[config.mk]
export PLATFORM = sky130hd
export DESIGN_NAME = ft_replay_sequencer
export DESIGN_NICKNAME = d
export VERILOG_FILES = /design/src/rtl/ft_replay_sequencer.sv
export SDC_FILE = /design/constraint.sdc
export NUM_CORES = 1
export LEC_CHECK = 0
export ABC_AREA = 1
export CAP_MARGIN = 40
export CORE_ASPECT_RATIO = 2
export CORE_MARGIN = 1.5
export CORE_UTILIZATION = 35
export CTS_CLUSTER_SIZE = 8
export DETAILED_ROUTE_END_ITERATION = 10
export MAX_ROUTING_LAYER = met4
export PLACE_DENSITY = 0.87
export SLEW_MARGIN = 20
export SYNTH_ARGS = -nofsm -noshare
export SYNTH_HDL_FRONTEND = slang
export SYNTH_SLANG_ARGS = --single-unit
[constraint.sdc]
create_clock -name clk_i -period 1.67 [get_ports clk_i]
set_input_delay 0.501 -clock clk_i [delete_from_list [all_inputs] [get_ports clk_i]]
set_output_delay 0.501 -clock clk_i [all_outputs]
set_load 0.005 [all_outputs]
[src/rtl/ft_replay_sequencer.sv]
// ft_replay_sequencer
// Replays the shadow GPR file (x1..x(NUM_REG-1)) and then the shadow PC into
// a halted core through its debug register-write port, then pulses done_o.
//
// Optional feature macro: FT_REPLAY_VERIFY_EN
//   defined   -> each GPR write is read back and compared; a difference sets
//                the sticky mismatch_o flag.
//   undefined -> write-only replay; mismatch_o is tied to 0.
//
// Ports
//   clk_i, rst_ni                  clock, async active-low reset
//   start_i, abort_i               sequence control (abort has priority)
//   sgpr_raddr_o / sgpr_rdata_i    shadow register file read port
//   spc_i                          shadow PC
//   dbg_req_o/we_o/pc_o/addr_o/wdata_o, dbg_gnt_i, dbg_rdata_i
//                                  core debug access port (req/gnt)
//   busy_o, done_o, aborted_o, mismatch_o   status
module ft_replay_sequencer #(
  parameter int ADDR_WIDTH = 5,
  parameter int DATA_WIDTH = 32
) (
  input  logic                  clk_i,
  input  logic                  rst_ni,
  input  logic                  start_i,
  input  logic                  abort_i,
  output logic [ADDR_WIDTH-1:0] sgpr_raddr_o,
  input  logic [DATA_WIDTH-1:0] sgpr_rdata_i,
  input  logic [DATA_WIDTH-1:0] spc_i,
  output logic                  dbg_req_o,
  output logic                  dbg_we_o,
  output logic                  dbg_pc_o,
  output logic [ADDR_WIDTH-1:0] dbg_addr_o,
  output logic [DATA_WIDTH-1:0] dbg_wdata_o,
  input  logic                  dbg_gnt_i,
  input  logic [DATA_WIDTH-1:0] dbg_rdata_i,
  output logic                  busy_o,
  output logic                  done_o,
  output logic                  aborted_o,
  output logic                  mismatch_o
);

  localparam int NUM_REG = 2**ADDR_WIDTH;
  localparam logic [ADDR_WIDTH-1:0] LAST_IDX = ADDR_WIDTH'(NUM_REG-1);

`ifdef FT_REPLAY_VERIFY_EN
  typedef enum logic [2:0] {IDLE, FETCH, WRITE, RD_REQ, CHECK, PC_WRITE, DONE} state_t;
`else
  typedef enum logic [2:0] {IDLE, FETCH, WRITE, PC_WRITE, DONE} state_t;
`endif

  state_t                state_q, state_d;
  logic [ADDR_WIDTH-1:0] idx_q, idx_d;
  logic [DATA_WIDTH-1:0] data_q;
  logic                  aborted_q;

`ifdef FT_REPLAY_VERIFY_EN
  logic                  mis_set;
  logic                  mismatch_q;
`endif

  always_comb begin
    state_d      = state_q;
    idx_d        = idx_q;
    sgpr_raddr_o = '0;
    dbg_req_o    = 1'b0;
    dbg_we_o     = 1'b0;
    dbg_pc_o     = 1'b0;
    dbg_addr_o   = '0;
    dbg_wdata_o  = '0;
    done_o       = 1'b0;
`ifdef FT_REPLAY_VERIFY_EN
    mis_set      = 1'b0;
`endif
    case (state_q)
      IDLE: begin
        // x0 is hardwired zero in the core, so replay starts at x1
        if (start_i) begin
          state_d = FETCH;
          idx_d   = ADDR_WIDTH'(1);
        end
      end
      FETCH: begin
        sgpr_raddr_o = idx_q;
        state_d      = WRITE;
      end
      WRITE: begin
        dbg_req_o   = 1'b1;
        dbg_we_o    = 1'b1;
        dbg_addr_o  = idx_q;
        dbg_wdata_o = data_q;
        if (dbg_gnt_i) begin
`ifdef FT_REPLAY_VERIFY_EN
          state_d = RD_REQ;
`else
          // compare before incrementing so idx never wraps to x0
          if (idx_q == LAST_IDX) state_d = PC_WRITE;
          else begin
            idx_d   = idx_q + ADDR_WIDTH'(1);
            state_d = FETCH;
          end
`endif
        end
      end
`ifdef FT_REPLAY_VERIFY_EN
      RD_REQ: begin
        dbg_req_o  = 1'b1;
        dbg_addr_o = idx_q;
        if (dbg_gnt_i) state_d = CHECK;
      end
      CHECK: begin
        // read data arrives the cycle after the read grant, i.e. now
        mis_set = (dbg_rdata_i != data_q);
        if (idx_q == LAST_IDX) state_d = PC_WRITE;
        else begin
          idx_d   = idx_q + ADDR_WIDTH'(1);
          state_d = FETCH;
        end
      end
`endif
      PC_WRITE: begin
        dbg_req_o   = 1'b1;
        dbg_we_o    = 1'b1;
        dbg_pc_o    = 1'b1;
        dbg_wdata_o = spc_i;
        if (dbg_gnt_i) state_d = DONE;
      end
      DONE: begin
        done_o  = 1'b1;
        state_d = IDLE;
      end
      default: state_d = IDLE;
    endcase
    // abort wins over everything, including a grant in the same cycle
    if (abort_i && state_q != IDLE) begin
      state_d = IDLE;
      idx_d   = idx_q;
`ifdef FT_REPLAY_VERIFY_EN
      mis_set = 1'b0;
`endif
    end
  end

  always_ff @(posedge clk_i or negedge rst_ni) begin
    if (!rst_ni) begin
      state_q   <= IDLE;
      idx_q     <= '0;
      data_q    <= '0;
      aborted_q <= 1'b0;
    end else begin
      state_q   <= state_d;
      idx_q     <= idx_d;
      aborted_q <= abort_i && (state_q != IDLE);
      if (state_q == FETCH) data_q <= sgpr_rdata_i;
    end
  end

`ifdef FT_REPLAY_VERIFY_EN
  always_ff @(posedge clk_i or negedge rst_ni) begin
    if (!rst_ni)                          mismatch_q <= 1'b0;
    else if (state_q == IDLE && start_i)  mismatch_q <= 1'b0;
    else if (mis_set)                     mismatch_q <= 1'b1;
  end
  assign mismatch_o = mismatch_q;
`else
  logic unused_rdata;
  assign unused_rdata = ^dbg_rdata_i;
  assign mismatch_o   = 1'b0;
`endif

  assign busy_o    = (state_q != IDLE);
  assign aborted_o = aborted_q;

endmodule

==> out/metrics.cfg <==
[setup_path]
worst-path-buf-inv = 4
crit_path_end_kind = output port
path_delay_family = buffers and inverters
startpoint_type = register
path_max_fanout = 3
crit_top_cell = buf_6
crit_arrival_ps = 1460
cp.required_ps = 1170
worst_path_max_delay_cell = dfrtp_1
critPathMaxStageDelay_ps = 400
r2r_setup_slack_ps = -100
path_cells = buf_4, buf_6, nor2_4, nand2_4, buf_6, nor2_2, buf_2
critical_path_class = register to output port

[layout]
diodes = 0
synthToLayoutAreaGrowth_pct = 83.6
design_area_um2 = 4000
layout-drive-gt1-share = 0.459
final-seq-area_um2 = 1030
fill_cells = 455
nets = 465
multi_input_area_um2 = 1130

[drt]
wl_per_cell_um = 18.0
firstDrtPassIters = 4
drt-initial-drc-count = 69
routed_wirelength_mm = 7.66
route.detailed.drc = 0
ant_nets = 0
avgViaCountPerCell = 5.23
vias = 2222

[global_route]
grt_usage = 0.217
globalRouteOverflowTotal = 0
antenna_found_initial = 0
grt_pass1_vias = 2205
grt_max_degree = 42
grt_first_pass_wirelength_mm = 10.7

[placed_design]
place_area_um2 = 3520
place_ws_ps = -469
place_congestion = 0.888
dp_hpwl_mm = 4.73
io_buffer_count = 116

[synth]
ys_ff_latch = 41
yosysSeqAreaShare = 0.471
syn_area_um2 = 2180
yosysUniqueCellTypes = 22
synth_nets = 302
syn_avg_cell_area_um2 = 10.9
ys.warnings.count = 0
netlist_instances = 199

[sta]
fin_crit_ps = 1960
drv_slew = 0
fin_crit_sh = 1.18
hold_viol = 0
rsz0062_at_grt = yes
fin_ws_ps = -295
skew_ps = 4.23
fmax_mhz = 509
setup_violations = 51

[floorplanning]
initial_core_util = 0.363
ios = 150
die_h_um = 115
die_x_um = 58.8
row_count = 40
core_area_um2 = 6010
die_area_um2 = 6730

[power]
irDropWorstVdd_mv = 1.22
power_mw = 6.74
power_density_nw_per_um2 = 1690
power.leakage_nw = 1.94

[clocking]
numClockSinks = 41
cts_tree = built
cts_buffer_depth = 2
htreeDepth = 2
clkTransAtPathRegs_ps = 60
cts_root_buf = clkbuf_16
cts_buffers = 5
clock_latency_ps = 280

[run_status]
status = complete, but fails checks
violations = setup timing

[worst_hold_path]
hp-class = input port to asynchronous set/reset pin

[flow_run]
maxCapViolCount = 0

## cell usage in the layout (no fill, tap or decap), drive strengths merged, types with 3 or more instances in the layout
| cell type | instances |
|---|---|
| buf | 93 |
| clkdlybuf4s50 | 68 |
| dfrtp | 41 |
| a22o | 32 |
| mux2 | 32 |
| nand2 | 22 |
| nor2 | 21 |
| inv | 16 |
| clkbuf | 11 |
| nand3 | 10 |
| o21ai | 4 |
| clkdlybuf4s15 | 3 |
## repair_timing
| item | 4_1_cts | 5_1_grt |
|---|---|---|
| pin swaps | 41 | 15 |
| hold buffers | 0 | 0 |
| gates resized for setup | 228 | 30 |
| buffers inserted | 22 | 12 |
| cloned | 2 | 4 |
| setup endpoints to repair | 53 | 80 |
## metrics by stage
stage	util	setup TNS [ps]	cells	hold slack, ps
3_5_place_dp	0.586	-16760	386	492
5_1_grt	0.665	-15450	425	212
6_report	0.665	-11840	425	189
2_1_floorplan	-	0	199	205
3_3_place_gp	0.586	-16180	386	489
4_1_cts	0.638	-13220	415	195
## power by group
group	internal (mW)	total, mW	switching, mW
Clock	0.586	0.933	0.347
Sequential	1.47	1.77	0.300
Combinational	2.41	4.04	1.63
Total	4.47	6.74	2.28
## cells in the mapped netlist
cell type / count / area [um2]
dfrtp_1: 41 / 1030
a22o_1: 32 / 280
nand2_1: 22 / 82.6
nor2_1: 19 / 71.3
mux2_2: 18 / 203
inv_1: 14 / 52.6
mux2_4: 14 / 210
nand3_1: 8 / 40.0
buf_2: 7 / 35.0
buf_6: 3 / 33.8
o21ai_0: 3 / 15.0
buf_4: 2 / 15.0
ha_1: 2 / 25.0
inv_2: 2 / 7.51
nand3_2: 2 / 20.0
nand4_1: 2 / 12.5
nor2_2: 2 / 12.5
nor3_1: 2 / 10.0
a21oi_1: 1 / 5.00
conb_1: 1 / 3.75
nand3b_1: 1 / 7.51
o21ai_2: 1 / 8.76
## path summary, 6_finish.rpt
path	from	to	cells after the start
max	state_q[1]	sgpr_raddr_o[3]	7
min	rst_ni	data_q[5]	2
max reg2reg	idx_q[1]	idx_q[1]	10
min reg2reg	data_q[7]	data_q[7]	1
max in group asynchronous	rst_ni	idx_q[0]	2
min in group clk_i	data_q[7]	data_q[7]	1
## cell families (layout without fill, tap and decap cells)
group | count (synthesis) | after routing | synth area share
AO/OA/AOI/OAI | 37 | 37 | 0.142
adder cells (fa/ha/maj) | 2 | 2 | 0.0115
buffers and inverters | 28 | 191 | 0.0661
flip-flops | 41 | 41 | 0.471
multiplexers | 32 | 32 | 0.190
other | 1 | 1 | 0.00172
AND/OR/NAND/NOR | 58 | 58 | 0.118
## layout make-up
class | instances | area share
timing repair buffer | 168 | 0.390
multi-input combinational | 130 | 0.282
sequential | 41 | 0.257
clock buffer | 7 | 0.0357
tap | 63 | 0.0197
inverter | 16 | 0.0157
## registers in the layout, indices dropped and copies added, names as in the netlist
name and cells:
state_q 3, data_q 32, idx_q 5, aborted_o 1
## routing by layer
layer	track usage	vias up	routed length [um]
met5	-	-	0
met4	0.0909	0	280
li1	-	1024	-
met3	0.0339	21	370
met2	0.401	104	4560
met1	0.214	1073	2450
Note: power is estimated with default switching activity, not from simulation.
==> patch, RTL diff (same settings) <==
The parameter `DATA_WIDTH` goes from 32 to 64.
--- a/src/rtl/ft_replay_sequencer.sv
+++ b/src/rtl/ft_replay_sequencer.sv
@@ -17,7 +17,7 @@
 //   busy_o, done_o, aborted_o, mismatch_o   status
 module ft_replay_sequencer #(
   parameter int ADDR_WIDTH = 5,
-  parameter int DATA_WIDTH = 32
+  parameter int DATA_WIDTH = 64
 ) (
   input  logic                  clk_i,
   input  logic                  rst_ni,
Interface: changed (resized dbg_rdata_i, dbg_wdata_o, sgpr_rdata_i and spc_i); port bits go from 150 to 278. No check against the original RTL was run, so the function may have changed too.
==> patch against the original RTL <==
  * The run still ends with setup timing left
  * Core utilization up 0.33 points
  * Setup slack got worse by 0.29 ns
  * Power grew 100%
  * Wire length rose by 98%
  * Synthesized area increased by 82%
  * Maximum frequency shrank 13%
  * Sequential cell count is 32 higher
  * Via count up 66%
  * Cell area is 83% higher
  * Global-route usage up 4.3 points
  * Critical path type unchanged
  * Largest power group unchanged
  * Highest routed layer unchanged
==> patch: results (changes against the original RTL) <==
- WL/cell: 21.0 um (+16%)
- Top_reg_cell synth: dfrtp_1
- Synth top area cells: dfrtp_1 (46%), mux2_4 (24%), a22o_1 (14%)
- Critical path's top delay family: buffers and inverters
- Most frequent cells after synthesis: dfrtp_1 (73), a22o_1 (64), mux2_4 (64), buf_6 (18), nand2_1 (18)
- Overall global routing resource usage: 26.0% (+4.3 points)
- Vias in the first global route: 4100 (+86%)
- Setup_tns: -56.84 ns (-45.00 ns)
- # Post-CTS Setup Buffers: 39 (+77%)
- Final GP Congestion: 0.844 (-4.9%)
- Dpl ws: -0.559 ns (-0.0906 ns)
- Slowest stage cell on the critical path: dfrtp_1
- Sequential area share after synthesis: 46.2% (-0.92 points)
- Status: complete, but fails checks
- Netlist cell types: 25 (+14%)
- # H-tree levels: 3 (+1)
- Seq pwr share: 24.1% (-2.2 points)
- Fill count: 843 (+85%)
- First-pass GRT wire length: 22800 um (+110%)
- Worst-Skew Late Latency: 0.33 ns (+0.05 ns)
- Post-Synth XOR/XNOR Area: 0.222% (+0.22 points)
- Syn Nets: 499 (+65%)
- Pleak: 3.57 nW (+84%)
- Layout cells sized above 1: 47.0% (+1.1 points)
- Via Count: 3694 (+66%)
- Largest regs: data_q (64), idx_q (5), state_q (3)
- Critical path arrival: 1.76 ns (+0.30 ns)
- Met1 Use GR: 26.2% (+4.7 points)
- Synth Area in Adders: 0.633% (-0.52 points)
- Antenna cells: 0 (unchanged)
- Detailed-placement wirelength estimate: 8860 um (+87%)
- Final setup viols: 151 (+200%)
- Mux cell area share after synthesis: 24.3% (+5.3 points)
- Final Skew: 0.00744 ns (+0.00321 ns)
- Violated checks: setup timing
- Sw power: 0.00445 W (+95%)
- PortBufs: 212 (+83%)
- Grt met3 use: 6.57% (+3.2 points)
- Logic gate share of total power: 59.4% (-0.5 points)
- Clock root buffer: clkbuf_16
- CP max FO: 6 (+3)
- CTS Buf Count: 9 (+4)
- Max FFs per register: 64 (+100%)
- Slowest stage delay, CP: 0.42 ns (+0.02 ns)
- Design Power: 0.0135 W (+100%)
- Fin nets: 777 (+67%)
- Largest net degree at the start of global routing: 74 (+76%)
- # resized after CTS: 402 (+76%)
- YS warnings: 0 (unchanged)
- Initial antenna violation count: 0 (unchanged)
- TritonRoute pass-1 iters: 4 (unchanged)
- Synth Area in Compound Gates: 15.4% (+1.2 points)
- Drt initial violations: 135 (+96%)
- Grt met2 use: 46.2% (+6.1 points)
- Final WS setup: -0.586 ns (-0.292 ns)
- Placement Cell Area: 0.00625 mm^2 (+78%)
- Maximum VDD drop: 1.51 mV (+24%)
## patch: changes by cell type in the layout (fill, tap and decap cells not counted), moves of 5 or more
cell	before	now
o21bai_1	0	5
dfrtp_1	40	73
mux2_4	14	64
mux2_2	18	0
buf_16	0	9
nand2_1	17	11
buf_2	41	73
nand3_1	8	1
buf_12	5	15
buf_6	22	29
clkdlybuf4s50_1	68	131
a22o_1	32	62
## patch: routing by layer
| layer | wire length, um | part of all wire [%] |
|---|---|---|
| met1 | 5310 | 35 |
| met4 | 618 | 4.1 |
| met2 | 8200 | 54 |
| met3 | 1040 | 6.9 |
| met5 | 0 | 0 |
## patch: layout make-up
cell class	instances	area [um^2]	area share (%)
Inverter	15	76.3	1.04
Clock buffer	9	225	3.08
Multi-Input combinational cell	189	2040	27.8
Tap cell	140	175	2.39
Sequential cell	73	1830	25.0
Clock inverter	7	119	1.62
Timing Repair inverter	1	11.3	0.154
Timing Repair Buffer	289	2850	38.9
## patch: path summary, 6_finish.rpt
path | slack [ns] | end | start
worst min-delay path | 0.17 | data_q[50]$_DFFE_PN0N_ | rst_ni
max in group asynchronous | 1.17 | idx_q[0]$_DFFE_PN0P_ | rst_ni
worst min register to register | 0.51 | data_q[39]$_DFFE_PN0N_ | data_q[39]$_DFFE_PN0N_
worst max register to register | -0.39 | data_q[41]$_DFFE_PN0N_ | state_q[1]$_DFFE_PN0P_
min in group clk_i | 0.51 | data_q[39]$_DFFE_PN0N_ | data_q[39]$_DFFE_PN0N_
worst max-delay path | -0.59 | dbg_wdata_o[27] | state_q[1]$_DFFE_PN0P_
## patch: stage by stage
stage | hold slack [ns] | std cells
6_report | 0.172 | 723
5_1_grt | 0.198 | 723
4_1_cts | 0.192 | 718
3_5_place_dp | 0.494 | 651
3_3_place_gp | 0.492 | 651
2_1_floorplan | 0.205 | 300
